[config.mk]
export PLATFORM = sky130hd
export DESIGN_NAME = beep_scheduler
export DESIGN_NICKNAME = d
export VERILOG_FILES = /design/src/rtl/beep_scheduler_pkg.sv /design/src/rtl/beep_scheduler_edge_strobe.sv /design/src/rtl/beep_scheduler.sv
export SDC_FILE = /design/constraint.sdc
export NUM_CORES = 1
export LEC_CHECK = 0
export ABC_AREA = 1
export CAP_MARGIN = 40
export CORE_UTILIZATION = 53
export DETAILED_ROUTE_END_ITERATION = 12
export HOLD_SLACK_MARGIN = 0.02
export PLACE_DENSITY = 0.81
export SYNTH_ARGS = -nofsm -noshare
export SYNTH_HDL_FRONTEND = slang
export SYNTH_HIERARCHICAL = 1
export SYNTH_SLANG_ARGS = --single-unit
[constraint.sdc]
create_clock -name clk_in -period 2 [get_ports clk_in]
set_input_delay 0.6 -clock clk_in [delete_from_list [all_inputs] [get_ports clk_in]]
set_output_delay 0.6 -clock clk_in [all_outputs]
set_load 0.02 [all_outputs]
[src/rtl/beep_scheduler_pkg.sv]
// Shared constants, state encoding, pattern table and arbiter helper for beep_scheduler.
package beep_scheduler_pkg;

   localparam int unsigned N_SRC     = 4;
   localparam int unsigned SEL_W     = 2;
   localparam int unsigned CNT_W     = 10;
   localparam int unsigned REP_W     = 3;
   localparam int unsigned ALARM_IDX = N_SRC - 1;
   localparam int unsigned CNT_LIMIT = 1 << CNT_W;
   localparam int unsigned REP_LIMIT = 1 << REP_W;

   // Per-source pattern: ON ms, OFF ms (0 = no OFF phase), repeats (0 = until stop)
   localparam int unsigned ON_MS_TAB  [N_SRC] = '{50, 100, 300, 500};
   localparam int unsigned OFF_MS_TAB [N_SRC] = '{0, 100, 200, 500};
   localparam int unsigned REPS_TAB   [N_SRC] = '{1, 2, 3, 0};

   typedef enum logic [1:0] {
      ST_IDLE = 2'd0,
      ST_ON   = 2'd1,
      ST_OFF  = 2'd2
   } state_e;

   typedef struct packed {
      logic [CNT_W-1:0] on_ms;
      logic [CNT_W-1:0] off_ms;
      logic [REP_W-1:0] reps;
   } pattern_t;

   // Pattern lookup for a source index
   function automatic pattern_t pattern_of(input logic [SEL_W-1:0] src);
      pattern_t p;
      p.on_ms  = CNT_W'(ON_MS_TAB[src]);
      p.off_ms = CNT_W'(OFF_MS_TAB[src]);
      p.reps   = REP_W'(REPS_TAB[src]);
      return p;
   endfunction

   // Priority encoder: highest set index wins
   function automatic logic [SEL_W-1:0] highest_idx(input logic [N_SRC-1:0] v);
      logic [SEL_W-1:0] idx;
      idx = '0;
      for (int unsigned i = 0; i < N_SRC; i++) begin
         if (v[i]) idx = SEL_W'(i);
      end
      return idx;
   endfunction

endpackage

[src/rtl/beep_scheduler_edge_strobe.sv]
// Registers an external square wave and produces a one-cycle strobe on its rising edge.
module edge_strobe (
   input  logic clk_in,
   input  logic rst_n,
   input  logic sig,
   output logic rise_c
);

   logic sig_q;
   logic sig_qq;

   // Two-stage capture of the incoming square wave
   always_ff @(posedge clk_in or negedge rst_n) begin
      if (!rst_n) begin
         sig_q  <= 1'b0;
         sig_qq <= 1'b0;
      end else begin
         sig_q  <= sig;
         sig_qq <= sig_q;
      end
   end

   assign rise_c = sig_q & ~sig_qq;

endmodule

[src/rtl/beep_scheduler.sv]
// Arbitrates buzzer requests onto the single beeper and sequences ON/OFF/repeat patterns in ms ticks.
module beep_scheduler
   import beep_scheduler_pkg::*;
(
   input  logic             clk_in,
   input  logic             rst_n,
   input  logic             tick_in,
   input  logic [N_SRC-1:0] req,
   input  logic             stop,
   output logic [SEL_W-1:0] snd_sel,
   output logic             beep_en,
   output logic [N_SRC-1:0] grant,
   output logic             busy,
   output logic             done
);

   state_e           state_q, state_d;
   logic [N_SRC-1:0] pending_q, pending_d;
   logic [CNT_W-1:0] tick_cnt_q, tick_cnt_d;
   logic [REP_W-1:0] rep_cnt_q, rep_cnt_d;
   logic             entry_q, entry_d;
   logic [SEL_W-1:0] snd_sel_d;
   logic             beep_en_d;
   logic [N_SRC-1:0] grant_d;
   logic             busy_d;
   logic             done_d;

   logic             strobe_c;
   logic             tick_c;
   logic [CNT_W-1:0] cnt_inc_c;
   pattern_t         cur_pat_c;
   pattern_t         win_pat_c;
   logic [SEL_W-1:0] win_idx_c;
   logic [N_SRC-1:0] win_oh_c;
   logic             preempt_c;
   logic             launch_c;
   logic             phase_end_c;
   logic             last_rep_c;

   // Phase lengths must fit the tick counter, repeat counts the repeat counter
   for (genvar s = 0; s < N_SRC; s++) begin : g_len_chk
      if (ON_MS_TAB[s] >= CNT_LIMIT || OFF_MS_TAB[s] >= CNT_LIMIT || REPS_TAB[s] >= REP_LIMIT) begin : g_bad
         $error("beep_scheduler: pattern table entry out of counter range");
      end
   end

   edge_strobe u_tick (
      .clk_in (clk_in),
      .rst_n  (rst_n),
      .sig    (tick_in),
      .rise_c (strobe_c)
   );

   // Next-state, arbitration and pattern sequencing
   always_comb begin
      tick_c      = strobe_c & ~entry_q;
      cnt_inc_c   = tick_cnt_q + CNT_W'(1);
      cur_pat_c   = pattern_of(snd_sel);
      win_idx_c   = highest_idx(pending_q);
      win_pat_c   = pattern_of(win_idx_c);
      win_oh_c    = N_SRC'(1) << win_idx_c;
      last_rep_c  = (cur_pat_c.reps != '0) && (rep_cnt_q == REP_W'(1));
      preempt_c   = pending_q[ALARM_IDX] && (snd_sel != SEL_W'(ALARM_IDX));
      launch_c    = 1'b0;
      phase_end_c = 1'b0;

      state_d    = state_q;
      pending_d  = pending_q | req;
      tick_cnt_d = tick_cnt_q;
      rep_cnt_d  = rep_cnt_q;
      entry_d    = 1'b0;
      snd_sel_d  = snd_sel;
      beep_en_d  = beep_en;
      grant_d    = grant;
      busy_d     = busy;
      done_d     = 1'b0;

      unique case (state_q)
         ST_IDLE: begin
            launch_c = (pending_q != '0);
         end
         ST_ON: begin
            if (preempt_c) begin
               launch_c = 1'b1;
            end else if (tick_c) begin
               if (cnt_inc_c == cur_pat_c.on_ms) begin
                  if (cur_pat_c.off_ms != '0) begin
                     state_d    = ST_OFF;
                     beep_en_d  = 1'b0;
                     tick_cnt_d = '0;
                     entry_d    = 1'b1;
                  end else begin
                     phase_end_c = 1'b1;
                  end
               end else begin
                  tick_cnt_d = cnt_inc_c;
               end
            end
         end
         ST_OFF: begin
            if (preempt_c) begin
               launch_c = 1'b1;
            end else if (tick_c) begin
               if (cnt_inc_c == cur_pat_c.off_ms) begin
                  phase_end_c = 1'b1;
               end else begin
                  tick_cnt_d = cnt_inc_c;
               end
            end
         end
         default: begin
            state_d = ST_IDLE;
         end
      endcase

      // End of one ON/OFF cycle: finish or start the next repeat
      if (phase_end_c) begin
         tick_cnt_d = '0;
         if (last_rep_c) begin
            state_d   = ST_IDLE;
            done_d    = 1'b1;
            grant_d   = '0;
            busy_d    = 1'b0;
            beep_en_d = 1'b0;
            rep_cnt_d = '0;
         end else begin
            state_d   = ST_ON;
            beep_en_d = 1'b1;
            entry_d   = 1'b1;
            if (cur_pat_c.reps != '0) rep_cnt_d = rep_cnt_q - REP_W'(1);
         end
      end

      // Grant the highest pending source (new pattern or alarm preemption)
      if (launch_c) begin
         state_d    = ST_ON;
         pending_d  = (pending_q & ~win_oh_c) | req;
         grant_d    = win_oh_c;
         snd_sel_d  = win_idx_c;
         beep_en_d  = 1'b1;
         busy_d     = 1'b1;
         tick_cnt_d = '0;
         rep_cnt_d  = win_pat_c.reps;
         entry_d    = 1'b1;
      end

      // Abort overrides everything, including a coincident request
      if (stop) begin
         state_d    = ST_IDLE;
         pending_d  = '0;
         tick_cnt_d = '0;
         rep_cnt_d  = '0;
         entry_d    = 1'b0;
         beep_en_d  = 1'b0;
         grant_d    = '0;
         busy_d     = 1'b0;
         done_d     = 1'b0;
      end
   end

   // State and registered outputs
   always_ff @(posedge clk_in or negedge rst_n) begin
      if (!rst_n) begin
         state_q    <= ST_IDLE;
         pending_q  <= '0;
         tick_cnt_q <= '0;
         rep_cnt_q  <= '0;
         entry_q    <= 1'b0;
         snd_sel    <= '0;
         beep_en    <= 1'b0;
         grant      <= '0;
         busy       <= 1'b0;
         done       <= 1'b0;
      end else begin
         state_q    <= state_d;
         pending_q  <= pending_d;
         tick_cnt_q <= tick_cnt_d;
         rep_cnt_q  <= rep_cnt_d;
         entry_q    <= entry_d;
         snd_sel    <= snd_sel_d;
         beep_en    <= beep_en_d;
         grant      <= grant_d;
         busy       <= busy_d;
         done       <= done_d;
      end
   end

endmodule

# After elaboration in Yosys (flattened, before gate mapping)
# Cells that the tools add are included.
# totals
register_bits	31
in_bits	8
# op_classes
addsub	2
order_cmp	2
eq_ne	16
shifts	1
mux	81
bitwise	10
n_reduce_logical	21
# ops
cell	count
$bmux 32 s2	4
$mux 10	14
$mux 1	35
$ne 5x5->1 const B	7
$mux 3	9
$mux 4	6
$reduce_bool 4->1	6
$eq 10x10->1	2
$pmux 10 s2	1
$mux 2	9
$add 10x1->10 const B	1
$reduce_and 5->1	2
$reduce_bool 10->1	1
$reduce_bool 3->1	3
$or 4x4->4	2
$reduce_and 7->1	1
$ge 3x3->1 const B	2
$ne 6x6->1 const B	1
$not 2->3	2
$reduce_bool 5->1	1
$and 4x4->4	1
$ne 4x1->1 const B	1
$ne 4x2->1 const B	1
$not 4->4	1
14 further kinds	20

# Logic depth before layout (Yosys ltp)
# logic_depth
depth_word	14
ltp_mapped	19
mapped_depth_nobuf	19

# By module
# The synthesis kept the hierarchy.
# modules_own_cells
module	n_inst	cells_per_inst	area_each_um2	seq_area_each_um2
beep_scheduler	1	314	2204.6	725.7
edge_strobe	1	4	60.1	50.0

# Worst setup path before layout
# OpenSTA, ideal clock, no wires.
# synth_path
path_kind	reg2reg
startpoint	reg snd_sel[0]
endpoint	reg tick_cnt_q[0]
setup_ns	0.117
arrival_ns	2.024
setup_slack_ns	-0.141
stages_incl_launch_ff	16
synth_period_minus_slack_ns	2.141
path_cell_list	dfrtp_1 > inv_1 > ha_1 > inv_1 > a21oi_1 > o21ai_0 > nor2_1 > nand3_1 > nor2_4 > nand4_2 > nand2_2 > nand2_4 > nand3_2 > nand3_2 > nand2_1 > nand2_1
# synth_via
elab_chain_cells	13
word_cells_on_any_way	37
cone_classes	eq/ne: 9; mux: 23; bitwise: 1; reduce/logical: 4
# synth_lines
element	line	source
start: declaration	beep_scheduler.sv:10	output logic [SEL_W-1:0] snd_sel,
start signal: assignment	beep_scheduler.sv:180	snd_sel <= snd_sel_d;
branches (longest 13 deep; another with $bmux 32 s2)	n/a	
end signal: assignment	beep_scheduler.sv:177	tick_cnt_q <= tick_cnt_d;
end: declaration	beep_scheduler.sv:19	logic [CNT_W-1:0] tick_cnt_q, tick_cnt_d;
# Several ways; the timed one is not identified. The select of a mux whose other input is x is not followed.
# A chain may end at the register's enable or synchronous reset.

# Final worst setup path
# layout_path
startpoint	reg tick_cnt_q[1]
endpoint	reg tick_cnt_q[1]
# layout_via
elab_chain_cells	9
word_cells_on_any_way	28
cone_classes	add/sub: 1; eq/ne: 8; mux: 17; reduce/logical: 2
# layout_lines
element	line	source
$add 10x1->10 *	beep_scheduler.sv:57	cnt_inc_c = tick_cnt_q + CNT_W'(1);
branches (longest 8 deep; another with $eq 10x10->1)	n/a	
# Every way passes the cells marked *. The select of a mux whose other input is x is not followed.

==> results_dict.tcl <==
set metrics [dict create \
    floorplan.rows 23 \
    fp.coreArea_um2 4060 \
    synth_top_area_share 0.343 \
    final-setup-viol-count 23 \
    synth_mux_area_frac 0 \
    cts.sinks 31 \
    vias_per_cell 6.39 \
    diodes 0 \
    critical_path_class "reg2reg" \
    drive_above_1_share 0.380 \
    synth_fa_ha_area_frac 0.0718 \
    cts.path.max_buffers 2 \
    ir_drop_mv 0.796 \
    register_area_um2 782 \
    fin_crit_ns 2.47 \
    fp.dieH_um 67.4 \
    cts.htree.levels 2 \
    wire_per_inst_um 20.1 \
    clkLatencyLatePin_ns 0.30 \
    antenna_left 0 \
    final_nets 421 \
    num-fill-cells 209 \
    syn2layout_area_growth_pct 47.3 \
    syn-instance-count 318 \
    cts-root-buf "clkbuf_8" \
    overflow 0 \
    max_freq_ghz 0.405 \
    antenna_found_initial 0 \
    mostFrequentLayoutCell "nand2_1" \
    critPathMaxFanout 5 \
    worst_slack_ns -0.468 \
    grt_use_total 0.364 \
    grt_max_degree 32 \
    synth_area_per_cell_um2 7.12 \
    total_power_uw 4260 \
    multiInputGateArea_um2 1560 \
    wirelength_um 9040 \
    grt_pass1_wl_um 11800 \
    slew_viol_final 0 \
    synth_top_family_by_area "simple AND/OR/NAND/NOR gates" \
    worstSetupStartpointType "register" \
    yosysUniqueCellTypes 35 \
    arrival_ns 2.65 \
    numCtsBuffers 5 \
    crit_path_end_kind "register" \
    fp.dieW_um 67.4 \
    synthXorXnorAreaFrac 0 \
    place_ws_ns -0.300 \
    ys_seq_area_frac 0.343 \
    die_area_um2 4540 \
    slew-limit-headroom 0.537 \
    ys_ff_latch 31 \
    grt_setup_unrepaired "yes" \
    start_util 0.558 \
    clk_pin_slew_ns 0.07 \
    portBuffers 16 \
    io_pins 17 \
    synth_area_leader_cell "dfrtp_1" \
    drt_iter0_markers 453 \
    synth_compound_area_frac 0.0807 \
    clock_skew_ns 0.00931 \
    synthTopCellsByArea "dfrtp_1, nand2_1, nand3_1" \
    cap_violations 0 \
    grt_pass1_vias 2456 \
    synth_area_um2 2260 \
    layout_common_cells "nand2_1, buf_4, inv_1, nand3_1, nor2_1" \
    gp_congestion 0.985 \
    cts_tree "yes" \
    leakagePower_uw 0.00166 \
    worstHoldPathType "reg2reg" \
    drtPass1Iterations 10 \
    yosys.area_share.simple 0.409 \
    status "complete, but fails checks" \
    tightest_slew_ns 0.689 \
    holdBufCountCts 0 \
    num_vias 2876 \
    drcViolationCount 0 \
    power_density_nw_per_um2 1280 \
    synth.net_count 339 \
    finalHoldViolCount 0 \
    violations "setup timing" \
    finalCritPeriodShare 1.23 \
    dp_hpwl_um 4390 \
    crit_required_ns 2.19 \
    ys_warn_count 6 \
]
==> area by class of cell <==
class / instances / share of cell area
Timing Repair inverter: 1 / 0.00187
Clock inverter: 1 / 0.00900
Clock buffer: 6 / 0.0217
Inverter: 49 / 0.0581
Multi-Input combinational cell: 235 / 0.468
Tap cell: 50 / 0.0187
Sequential cell: 31 / 0.234
Timing Repair Buffer: 77 / 0.188
==> worst paths after layout <==
path	from	end	slack, ns	cells after the start
max	tick_cnt_q[1]	tick_cnt_q[1]	-0.47	14
min	u_tick/sig_q	u_tick/sig_qq	0.38	0
max reg2reg	tick_cnt_q[1]	tick_cnt_q[1]	-0.47	14
min reg2reg	u_tick/sig_q	u_tick/sig_qq	0.38	0
max in group asynchronous	rst_n	snd_sel[0]	0.96	2
min in group asynchronous	rst_n	tick_cnt_q[9]	0.70	2
==> registers in the layout, summed over array words and instances, names as in the netlist <==
register	flops
busy	1
beep_en	1
grant	4
pending_q	4
u_tick/sig_q	1
state_q	2
tick_cnt_q	10
rep_cnt_q	3
entry_q	1
done	1
u_tick/sig_qq	1
snd_sel	2
==> repair_timing <==
action,CTS,global route
endpoints found under the hold margin,0,0
endpoints found under the setup margin,27,25
buffers inserted,6,7
pin swaps,12,14
gates resized for setup,40,39
cloned,3,0
==> per-layer routing <==
layer | track usage | share of wire | vias up
li1 | - | - | 1185
met1 | 0.471 | 0.35 | 1300
met2 | 0.536 | 0.43 | 288
met3 | 0.103 | 0.13 | 103
met4 | 0.215 | 0.086 | 0
met5 | 0 | 0 | -
==> power breakdown <==
part | internal, µW | switching (µW)
logic | 1110 | 1600
clock network | 365 | 259
registers | 774 | 159
total | 2250 | 2010
==> worst max-delay path, cell delays in order (launching register included) <==
cell	delay, ns
dfrtp_2	0.46
ha_4	0.20
nand2_4	0.08
nor2_4	0.15
nand4_1	0.20
nand3_1	0.19
nand3_1	0.09
nor2_1	0.13
nand2_1	0.11
nand2_2	0.10
nand2_4	0.11
nand4_4	0.19
nand3_4	0.16
nand2_1	0.12
nand2_1	0.07
==> synthesized netlist by cell type <==
library cell	instances
nand4_4	1
a21oi_1	10
dfrtp_1	31
buf_4	1
nand3_1	43
nor3_1	3
nor2_4	2
o22ai_1	2
buf_1	1
clkinv_2	1
nand3b_1	1
o211ai_1	1
nand4_2	1
nor3b_1	1
a21oi_2	1
nand2_1	84
inv_1	47
nand2_8	1
ha_1	13
nand3_2	3
o211ai_4	1
nor2_2	3
o21ai_1	1
nand2_2	8
nor2_1	31
o21ai_2	1
o21ai_0	12
or2_2	1
nor2_8	1
nand4_1	6
buf_8	1
a22o_1	1
inv_2	1
buf_2	1
nand2_4	1
==> stage by stage <==
step           hold slack (ns)  TNS (ns)  area [µm²]  utilization  cells
2_1_floorplan            0.304    -0.343        2290            -    318
6_report                 0.381     -9.04        3340        0.822    450
5_1_grt                  0.400    -16.21        3340        0.822    450
3_3_place_gp             0.360     -4.08        2840        0.700    427
4_1_cts                  0.381     -2.82        3150        0.776    443
3_5_place_dp             0.367     -5.50        2840        0.700    427
==> cells by family (layout without fill, tap and decap cells) <==
group | Yosys count | in the layout
buf+inv | 53 | 134
compound gates | 30 | 30
simple gates | 191 | 192
flops | 31 | 31
fa+ha+maj | 13 | 13
(Power assumes the default switching activity.)
